===== src/rtl/phase_sine_cordic.sv =====
// -----------------------------------------------------------------------------
// phase_sine_cordic
//
// Converts a 16-bit phase word (65536 units per turn, 0x4000 = pi/2) into a
// signed sine sample, full scale +/-32767. It uses an iterative rotation-mode
// CORDIC that runs one micro-rotation per clock. Input and output each have a
// valid/ready handshake. The block sits between the phase-accumulator bank and
// the voice mixer / DAC path.
//
// Ports
//   clk         system clock, every register updates on posedge
//   rst         synchronous active-high reset; drops any in-flight sample
//   phase_in    unsigned phase word
//   in_valid    phase_in is valid this cycle
//   in_ready    block can take a phase word this cycle (IDLE only)
//   sample_out  signed sine sample, held stable while out_valid is high
//   out_valid   sample_out carries a completed result
//   out_ready   downstream takes sample_out this cycle
//
// Parameters
//   ITER   number of CORDIC micro-rotations (8..16)
//   GUARD  extra LSBs carried on the x/y datapath (>= 1)
//
// Timing: a word accepted on edge 0 is rotated on edges 1..ITER, and
// out_valid is high right after edge ITER. When out_ready is held high, the
// output handshake happens on edge ITER+1 and the next word can be accepted on
// edge ITER+2.
// -----------------------------------------------------------------------------
module phase_sine_cordic #(
  parameter int ITER  = 14,
  parameter int GUARD = 2
) (
  input  logic               clk,
  input  logic               rst,
  input  logic [15:0]        phase_in,
  input  logic               in_valid,
  output logic               in_ready,
  output logic signed [15:0] sample_out,
  output logic               out_valid,
  input  logic               out_ready
);

  // x/y width: 16-bit sample + guard bits + one headroom bit for CORDIC gain
  localparam int W  = 16 + GUARD + 1;
  // Angles carry 4 fractional phase-unit bits. Without them, the rounding in
  // an integer arctangent table alone can push the result past 3 LSB.
  localparam int ZF = 4;
  localparam int ZW = 18 + ZF;
  // Width used for the final correction and rounding arithmetic
  localparam int RW = W + 2;

  // 19898 = round(0.607253 * 32767) pre-scales x by the inverse CORDIC gain
  localparam logic signed [W-1:0]  X_INIT = W'(19898 <<< GUARD);
  localparam logic signed [RW-1:0] HALF   = RW'(1 <<< (GUARD - 1));
  localparam logic signed [RW-1:0] SAT_P  = RW'(32767);
  localparam logic signed [RW-1:0] SAT_N  = RW'(-32767);
  localparam logic [4:0]           LAST   = 5'(ITER - 1);

  typedef enum logic [1:0] {
    S_IDLE   = 2'd0,
    S_ROTATE = 2'd1,
    S_DONE   = 2'd2
  } state_t;

  state_t r_state;
  state_t w_state_nxt;

  // atan(2^-i) in phase units, scaled by 2^ZF. Each entry rounded to whole
  // phase units gives 8192, 4836, 2555, 1297, 651, 326, 163, 81, 41, 20, 10,
  // 5, 3, 1, 1, 0.
  function automatic logic signed [ZW-1:0] atan_lut(input logic [4:0] idx);
    case (idx)
      5'd0:    atan_lut = ZW'(131072);
      5'd1:    atan_lut = ZW'(77376);
      5'd2:    atan_lut = ZW'(40884);
      5'd3:    atan_lut = ZW'(20753);
      5'd4:    atan_lut = ZW'(10417);
      5'd5:    atan_lut = ZW'(5213);
      5'd6:    atan_lut = ZW'(2607);
      5'd7:    atan_lut = ZW'(1304);
      5'd8:    atan_lut = ZW'(652);
      5'd9:    atan_lut = ZW'(326);
      5'd10:   atan_lut = ZW'(163);
      5'd11:   atan_lut = ZW'(81);
      5'd12:   atan_lut = ZW'(41);
      5'd13:   atan_lut = ZW'(20);
      5'd14:   atan_lut = ZW'(10);
      5'd15:   atan_lut = ZW'(5);
      default: atan_lut = '0;
    endcase
  endfunction

  // Round half up by adding half an LSB, drop the guard bits, then clamp to
  // the symmetric range +/-32767.
  function automatic logic signed [15:0] round_sat(input logic signed [RW-1:0] v);
    logic signed [RW-1:0] r;
    r = (v + HALF) >>> GUARD;
    if (r > SAT_P) begin
      r = SAT_P;
    end else if (r < SAT_N) begin
      r = SAT_N;
    end
    round_sat = 16'(r);
  endfunction

  logic signed [W-1:0]  r_x;
  logic signed [W-1:0]  r_y;
  logic signed [ZW-1:0] r_z;
  logic [4:0]           r_i;
  logic                 r_neg;
  logic signed [15:0]   r_sample;

  logic [15:0]          w_fold;
  logic                 w_fold_neg;
  logic [15:0]          w_fold_mag;
  logic                 w_pos;
  logic                 w_last;
  logic signed [W-1:0]  w_xs;
  logic signed [W-1:0]  w_ys;
  logic signed [W-1:0]  w_x_nxt;
  logic signed [W-1:0]  w_y_nxt;
  logic signed [ZW-1:0] w_at;
  logic signed [ZW-1:0] w_z_nxt;
  logic signed [RW-1:0] w_corr;
  logic signed [RW-1:0] w_y_fin;
  logic signed [15:0]   w_mag_s;
  logic signed [15:0]   w_sample;

  // Fold the second and third quadrants onto [-pi/2, +pi/2] using
  // sin(pi - a) = sin(a). The result is a signed angle in [-0x4000, 0x4000].
  assign w_fold     = (phase_in[15] ^ phase_in[14]) ? (16'h8000 - phase_in) : phase_in;
  assign w_fold_neg = w_fold[15];
  // The rotation always runs on |angle|, and the sign is applied at the end.
  // As a result, sample(p) and sample(p + 0x8000) are exact negatives.
  assign w_fold_mag = w_fold_neg ? (16'd0 - w_fold) : w_fold;

  assign w_pos   = ~r_z[ZW-1];
  assign w_last  = (r_i == LAST);
  assign w_xs    = r_x >>> r_i;
  assign w_ys    = r_y >>> r_i;
  assign w_at    = atan_lut(r_i);
  assign w_x_nxt = w_pos ? (r_x - w_ys) : (r_x + w_ys);
  assign w_y_nxt = w_pos ? (r_y + w_xs) : (r_y - w_xs);
  assign w_z_nxt = w_pos ? (r_z - w_at) : (r_z + w_at);

  // The residual angle left after the last micro-rotation is applied as a
  // small-angle step, y += x * z_rad. Here z_rad = z * 2*pi / 2^20, and
  // 2*pi / 2^20 is approximately 6434 / 2^30.
  assign w_corr   = RW'((64'(w_x_nxt) * 64'(w_z_nxt) * 64'sd6434) >>> 30);
  assign w_y_fin  = RW'(w_y_nxt) + w_corr;
  assign w_mag_s  = round_sat(w_y_fin);
  assign w_sample = r_neg ? -w_mag_s : w_mag_s;

  assign sample_out = r_sample;

  // ---- control: state register ----
  always_ff @(posedge clk) begin
    if (rst) begin
      r_state <= S_IDLE;
    end else begin
      r_state <= w_state_nxt;
    end
  end

  // ---- control: next state and handshake outputs ----
  always_comb begin
    w_state_nxt = r_state;
    in_ready    = 1'b0;
    out_valid   = 1'b0;
    case (r_state)
      S_IDLE: begin
        in_ready = 1'b1;
        if (in_valid) begin
          w_state_nxt = S_ROTATE;
        end
      end
      S_ROTATE: begin
        if (w_last) begin
          w_state_nxt = S_DONE;
        end
      end
      S_DONE: begin
        out_valid = 1'b1;
        // Going back to IDLE means no new word is taken in this same cycle
        if (out_ready) begin
          w_state_nxt = S_IDLE;
        end
      end
      default: begin
        w_state_nxt = S_IDLE;
      end
    endcase
  end

  // ---- datapath: load, rotate, and capture the result ----
  always_ff @(posedge clk) begin
    if (rst) begin
      r_x      <= '0;
      r_y      <= '0;
      r_z      <= '0;
      r_i      <= '0;
      r_neg    <= 1'b0;
      r_sample <= '0;
    end else begin
      case (r_state)
        S_IDLE: begin
          if (in_valid) begin
            r_x   <= X_INIT;
            r_y   <= '0;
            r_z   <= signed'(ZW'({w_fold_mag, {ZF{1'b0}}}));
            r_i   <= '0;
            r_neg <= w_fold_neg;
          end
        end
        S_ROTATE: begin
          r_x <= w_x_nxt;
          r_y <= w_y_nxt;
          r_z <= w_z_nxt;
          r_i <= r_i + 5'd1;
          if (w_last) begin
            r_sample <= w_sample;
          end
        end
        default: begin
        end
      endcase
    end
  end

endmodule

===== config.mk =====
export PLATFORM = sky130hd
export DESIGN_NAME = phase_sine_cordic
export DESIGN_NICKNAME = d
export VERILOG_FILES = /design/src/rtl/phase_sine_cordic.sv
export SDC_FILE = /design/constraint.sdc
export NUM_CORES = 2
export LEC_CHECK = 0
export ABC_AREA = 1
export CORE_MARGIN = 3
export CORE_UTILIZATION = 25
export CTS_CLUSTER_DIAMETER = 150
export DETAILED_ROUTE_END_ITERATION = 7
export PLACE_DENSITY = 0.46
export REMOVE_ABC_BUFFERS = 1
export SYNTH_ARGS = -nofsm -noshare
export SYNTH_HDL_FRONTEND = slang
export SYNTH_SLANG_ARGS = --single-unit

===== constraint.sdc =====
create_clock -name clk -period 18.4 [get_ports clk]
set_input_delay 5.52 -clock clk [delete_from_list [all_inputs] [get_ports clk]]
set_output_delay 5.52 -clock clk [all_outputs]
set_load 0.03 [all_outputs]

* Word-level counts from Yosys, hierarchy flattened
Memories as Yosys holds them, arrays and structs flattened. A register that Yosys moved wholly into a read port is not among the register bits. Index checks and enable logic that the tools add are counted.
Operators by class: $add $sub $neg 12, multipliers 2, order comparisons 2, eq/ne operators 6, shift-type cells 2, multiplexer cells 25, bitwise logic cells 1, reduce and logical (&&, ||, !) cells 6
Operators with widths (count):
- two-way mux 16 bit | 5
- two-way mux 19 bit | 4
- case mux 19 bit (2 select lines) | 2
- two-way mux 22 bit | 3
- multiplier 41 x 13 -> 50 bit, second input constant | 1
- case mux 22 bit (2 select lines) | 1
- multiplier 19 x 22 -> 41 bit | 1
- adder 19 bit | 2
- >>> shifter 19 x 5 -> 19 bit | 2
- subtractor 19 bit | 2
- adder 22 bit | 1
- subtractor 22 bit | 1
- adder 19 x 21 -> 21 bit | 1
- adder 21 x 3 -> 21 bit, second input constant | 1
- greater-than comparator 19 x 16 -> 1 bit, second input constant | 1
- less-than comparator 19 x 16 -> 1 bit, second input constant | 1
- negation 16 bit | 1
- subtractor 1 x 16 -> 16 bit, first input constant | 1
- subtractor 16 bit, first input constant | 1
- case mux 5 bit (2 select lines) | 1
- two-way mux 4 bit | 2
- two-way mux 2 bit | 3
- != test 2 bit, second input constant | 3
- case mux 2 bit (3 select lines) | 1
- other kinds (11) | 14
Storage, ports and cells: register bits after elaboration 84, bits in read-only memories 288, bits of input ports 20, output and inout port bits 18, word-level logic and storage cells 64, memories 1
Memories:
- (name not given) | words 16, width 18, rd ports 1, clocked after Yosys merged registers in 1, write ports 0, line 72 | case (idx)

* Depth between registers and ports, before layout
depth after elaboration 12, gate-level depth with buffers 112, gate-level depth less buffers 108

* Least setup slack after synthesis
OpenSTA, ideal clock, no wires.
path kind reg2reg, start point register r_i[0], end point register r_sample[14], in the netlist sample_out[14], library setup time 117 ps, data arrival time 16212 ps, required time 18283 ps, setup slack 2071 ps, cell stages (with the launch flop) 103, path buffers 5, period minus slack after synthesis 16329 ps, cells stage by stage dfxtp_1 -> buf_4 -> inv_4 -> buf_6 -> clkbuf_1 -> nand2_1 -> nand3_1 -> o21ai_0 -> mux2i_1 -> nand2_1 -> and3_1 -> inv_1 -> nor2_1 -> nand2_1 -> nor3_1 -> nand2_1 -> nor3_1 -> or2_2 -> [67 not listed] -> a21oi_1 -> o21bai_1 -> a21oi_1 -> o21bai_1 -> xor2_1 -> and2_1 -> nand3b_2 -> buf_6 -> nand2_1 -> inv_1 -> ha_1 -> nand2_1 -> nor2_2 -> nand4_1 -> nand3_1 -> nand2_1 -> nor2_1 -> nor2_1
On the way: longest elaborated chain between the ends 12, elaborated cells between the ends (all ways) 20, classes of those cells 7 x add/sub; 2 x mul; 2 x order compare; 1 x eq/ne; 2 x shift; 5 x mux; 1 x reduce/logical
Ends and longest elaborated chain:
- from (decl) | line 109 | logic [4:0] r_i;
- from (signal assigned) | line 219 | r_i <= r_i + 5'd1;
- >>> shifter 19 x 5 -> 19 bit | line 140 | assign w_ys = r_y >>> r_i;
- subtractor 19 bit / adder 19 bit (equally long branches) | line 142 | assign w_x_nxt = w_pos ? (r_x - w_ys) : (r_x + w_ys);
- two-way mux 19 bit | line 142
- multiplier 19 x 22 -> 41 bit | line 149 | assign w_corr = RW'((64'(w_x_nxt) * 64'(w_z_nxt) * 64'sd6434) >>> 30);
- multiplier 41 x 13 -> 50 bit | line 149
- adder 19 x 21 -> 21 bit | line 150 | assign w_y_fin = RW'(w_y_nxt) + w_corr;
- adder 21 x 3 -> 21 bit | line 97 | r = (v + HALF) >>> GUARD;
- less-than comparator 19 x 16 -> 1 bit | line 100 | end else if (r < SAT_N) begin
- two-way mux 16 bit | line 100
- two-way mux 16 bit | line 98 | if (r > SAT_P) begin
- negation 16 bit | line 152 | assign w_sample = r_neg ? -w_mag_s : w_mag_s;
- two-way mux 16 bit | line 152
- to (signal assigned) | line 221 | r_sample <= w_sample;
- to (decl) | line 111 | logic signed [15:0] r_sample;
Several ways; a longest one is shown, not always the timed one. A chain may end at the register's enable or synchronous reset.

* Worst setup path after layout
Same ends and word-level chain as after synthesis.

==> impl_results.md <==
* Initial antenna violation count at 1
* Period utilisation layout at about 93%
* Ys flop type: dfxtp_1
* Crit path from: r_i[0]
* Area of the mapped netlist at about 33000 µm²
* CTS tree: built
* Area Growth Syn to Fin at 12.3%
* Initial DRC count at 1620
* Filler cell count at between 10k and 15k
* Min-Delay Endpoint: r_z[0]
* HP Start: r_z[0]
* Status: completed
* Yosys warns at 0
* GRT Residual Overflow at 0
* HPWL after DPL at between 90000 and 100000 µm
* Share of cells above drive strength 1 at 7.73%
* Clk Latency, worst-skew pair at 0.40 ns
* Clock skew at 0.0209 ns
* Worst R2R Path Depth at 98
* CP Capture Type: register
* Largest net degree at the start of global routing at 51
* Syn Area/Cell at between 7 and 8 µm²
* Slew @ Worst Pin at 1.16 ns
* RD Place Congestion at 0.888
* # port buffers at 37
* I/O pin cnt at 38
* Worst-path clk slew at 0.09 ns
* Clock net sink count at 102
* Number of synthesized flops with an enable pin at 0
* Height of the die at 369 µm
* Worst Path Required at approximately 19 ns
* Setup CP Type: register to register
* Most used cell, CP: nand2_1
* Critical R2R Capture: sample_out[14]
* Post-route ant nets at 0
* Final setup fails at 0
* WL per Instance at 17.3 µm
* Area of the core at 130000 µm²
* Bufs on Longest Clock Path at 2
* Chip width at 369 µm
* Routed WL at around 110000 µm
* Ys async rst share at 0%
* Crit-path slowest cell: fa_2
* First-pass detailed-route iteration total at 7
* Starting Density at 25.3%
* Number of H-tree levels at 3
* Post-Route Setup TNS at 0 ns
* F_max at ~58 MHz
* TritonCTS Buffers at 9
* CP Launch Type: register
* Number of global-route vias before repair at a little under 30k
* Rows at about 130
* Vias at around 28k
* Final hold violations at 0
* Hold Crit Depth at 2
* R2r setup slk at 1.21 ns
* Largest stage delay, worst path at 0.56 ns
* DR vias/cell at roughly 4.5
* First-pass GRT wire length at 171000 µm
* Pre-CTS setup slack at between 0.3 and 0.4 ns
* Max Slew Vio Count at 0
* Post-Place Cells at between 6k and 7k
* CTS root buffer: clkbuf_16
* Final Cell Area at ~37000 µm²
* Minimum clock period at 17.19 ns
* Die area at 136000 µm²
* Tot GR Track Use at between 10% and 20%
* Area after DPL at 35800 µm²
* Max_cap viols at 0
* Arrival time at the worst endpoint at roughly 17 ns
* Hold/Removal Path Class: register to register
* DRC at 0
* RR Startpoint: r_i[0]
* Final WS setup at 1.21 ns
* Post-synthesis instance total at 4457
* Nets@finish at 5438
* Flops & latches, synth at 102
* Yosys cell types at 52
* Crit path max fanout at 25
* Slew HR at between 20% and 30%
* Layout Cells excl Fill at 6270
* Sequential-to-total area share from yosys stat at roughly 6.2%
==> layout make-up <==
| type | count | area (µm²) | area share, % |
|---|---|---|---|
| Clock buffer | 10 | 239 | 0.648 |
| Clock inverter | 6 | 100 | 0.271 |
| Inverter | 914 | 3440 | 9.33 |
| Tap cell | 1742 | 2180 | 5.91 |
| Antenna cell | 1 | 2.50 | 0.00678 |
| Sequential cell | 102 | 2040 | 5.54 |
| Multi-Input combinational cell | 3321 | 27500 | 74.4 |
| Timing Repair Buffer | 174 | 1420 | 3.85 |
==> critical path, delay by kind of cell, from the launching register on <==
kind | cells | cell delay, ns
xor gates and xnor gates | 4 | 0.82
adders and majority gates | 18 | 7.20
buffers and inverters | 15 | 1.36
and+or+nand+nor | 42 | 4.51
DFF | 1 | 0.37
AOI/OAI and AO/OA | 19 | 2.83
==> per-layer routing <==
| layer | vias up | global-route usage [%] | part of all wire, % |
|---|---|---|---|
| met4 | 0 | 4.09 | 2.8 |
| met1 | 13700 | 22.0 | 47 |
| met5 | - | 0 | 0 |
| li1 | 13900 | - | - |
| met3 | 115 | 2.29 | 4.1 |
| met2 | 546 | 26.4 | 46 |
==> synthesized netlist by cell type, types with 4 or more instances <==
cell        n  share of area (%)
a211oi_1    5               0.11
a21o_1     21               0.48
a21oi_1   252                3.8
a221oi_1    4               0.11
a31oi_1    26               0.49
and3_1      4              0.076
buf_1      13               0.15
buf_2      20               0.30
buf_6       5               0.17
clkbuf_1   81               0.93
clkinv_1   20               0.23
dfxtp_1   102                6.2
fa_1      517                 31
ha_1      379                 14
inv_1     884                 10
inv_2       9               0.10
mux2i_1     4               0.12
nand2_1   929                 11
nand2_2    10               0.19
nand3_1   192                2.9
nand3_2    13               0.40
nand3b_1    7               0.16
nand4_1    25               0.48
nor2_1    406                4.6
nor2_2      7               0.13
nor3_1     33               0.50
nor4_1      7               0.13
o211ai_1   15               0.34
o21a_1     13               0.30
o21ai_0   159                2.4
o21ai_1     5              0.076
o21bai_1   11               0.25
o221ai_1   10               0.27
o31ai_1     9               0.21
or2_2      35               0.67
xnor2_1    69                1.8
xor2_1    128                3.4
==> worst max path at each step <==
stage / to
finish: sample_out[14]
global route: sample_out[6]
CTS: sample_out[14]
detailed placement: sample_out[14]
global placement: sample_out[14]
floorplan: sample_out[6]
==> per-stage QoR <==
stage               hold WS, ns  utilization (%)
finish                    0.475             28.4
global route              0.507             28.4
CTS                       0.478             27.8
detailed placement        0.465             27.5
global placement          0.457             27.5
floorplan                 0.439                -
==> repair_timing <==
| action | CTS | global route |
|---|---|---|
| setup buffers | 0 | 24 |
| resized for setup | 0 | 138 |
| hold buffers | 0 | 0 |
| setup endpoints to repair | 0 | 16 |
==> cells by family after synthesis <==
family / after synthesis / share of synthesized area (%)
AOI/OAI and AO/OA: 549 / 9.38
buffers and inverters: 1035 / 12.0
xor gates and xnor gates: 197 / 5.25
adders and majority gates: 896 / 45.9
DFF: 102 / 6.21
muxes: 4 / 0.122
and+or+nand+nor: 1674 / 21.1
==> cells in the final DEF, fill, tap and decap left out, types with 58 or more instances in the layout <==
master	instances
o21ai_0	146
buf_4	135
inv_1	880
xor2_1	117
nand2_1	920
dfxtp_1	101
fa_1	516
xnor2_1	58
a21oi_1	227
nand3_1	190
nor2_1	388
ha_1	366
Power is left out: the tool's default activity adds up to more than one toggle a clock period on the data nets, which glitch-free logic cannot reach.
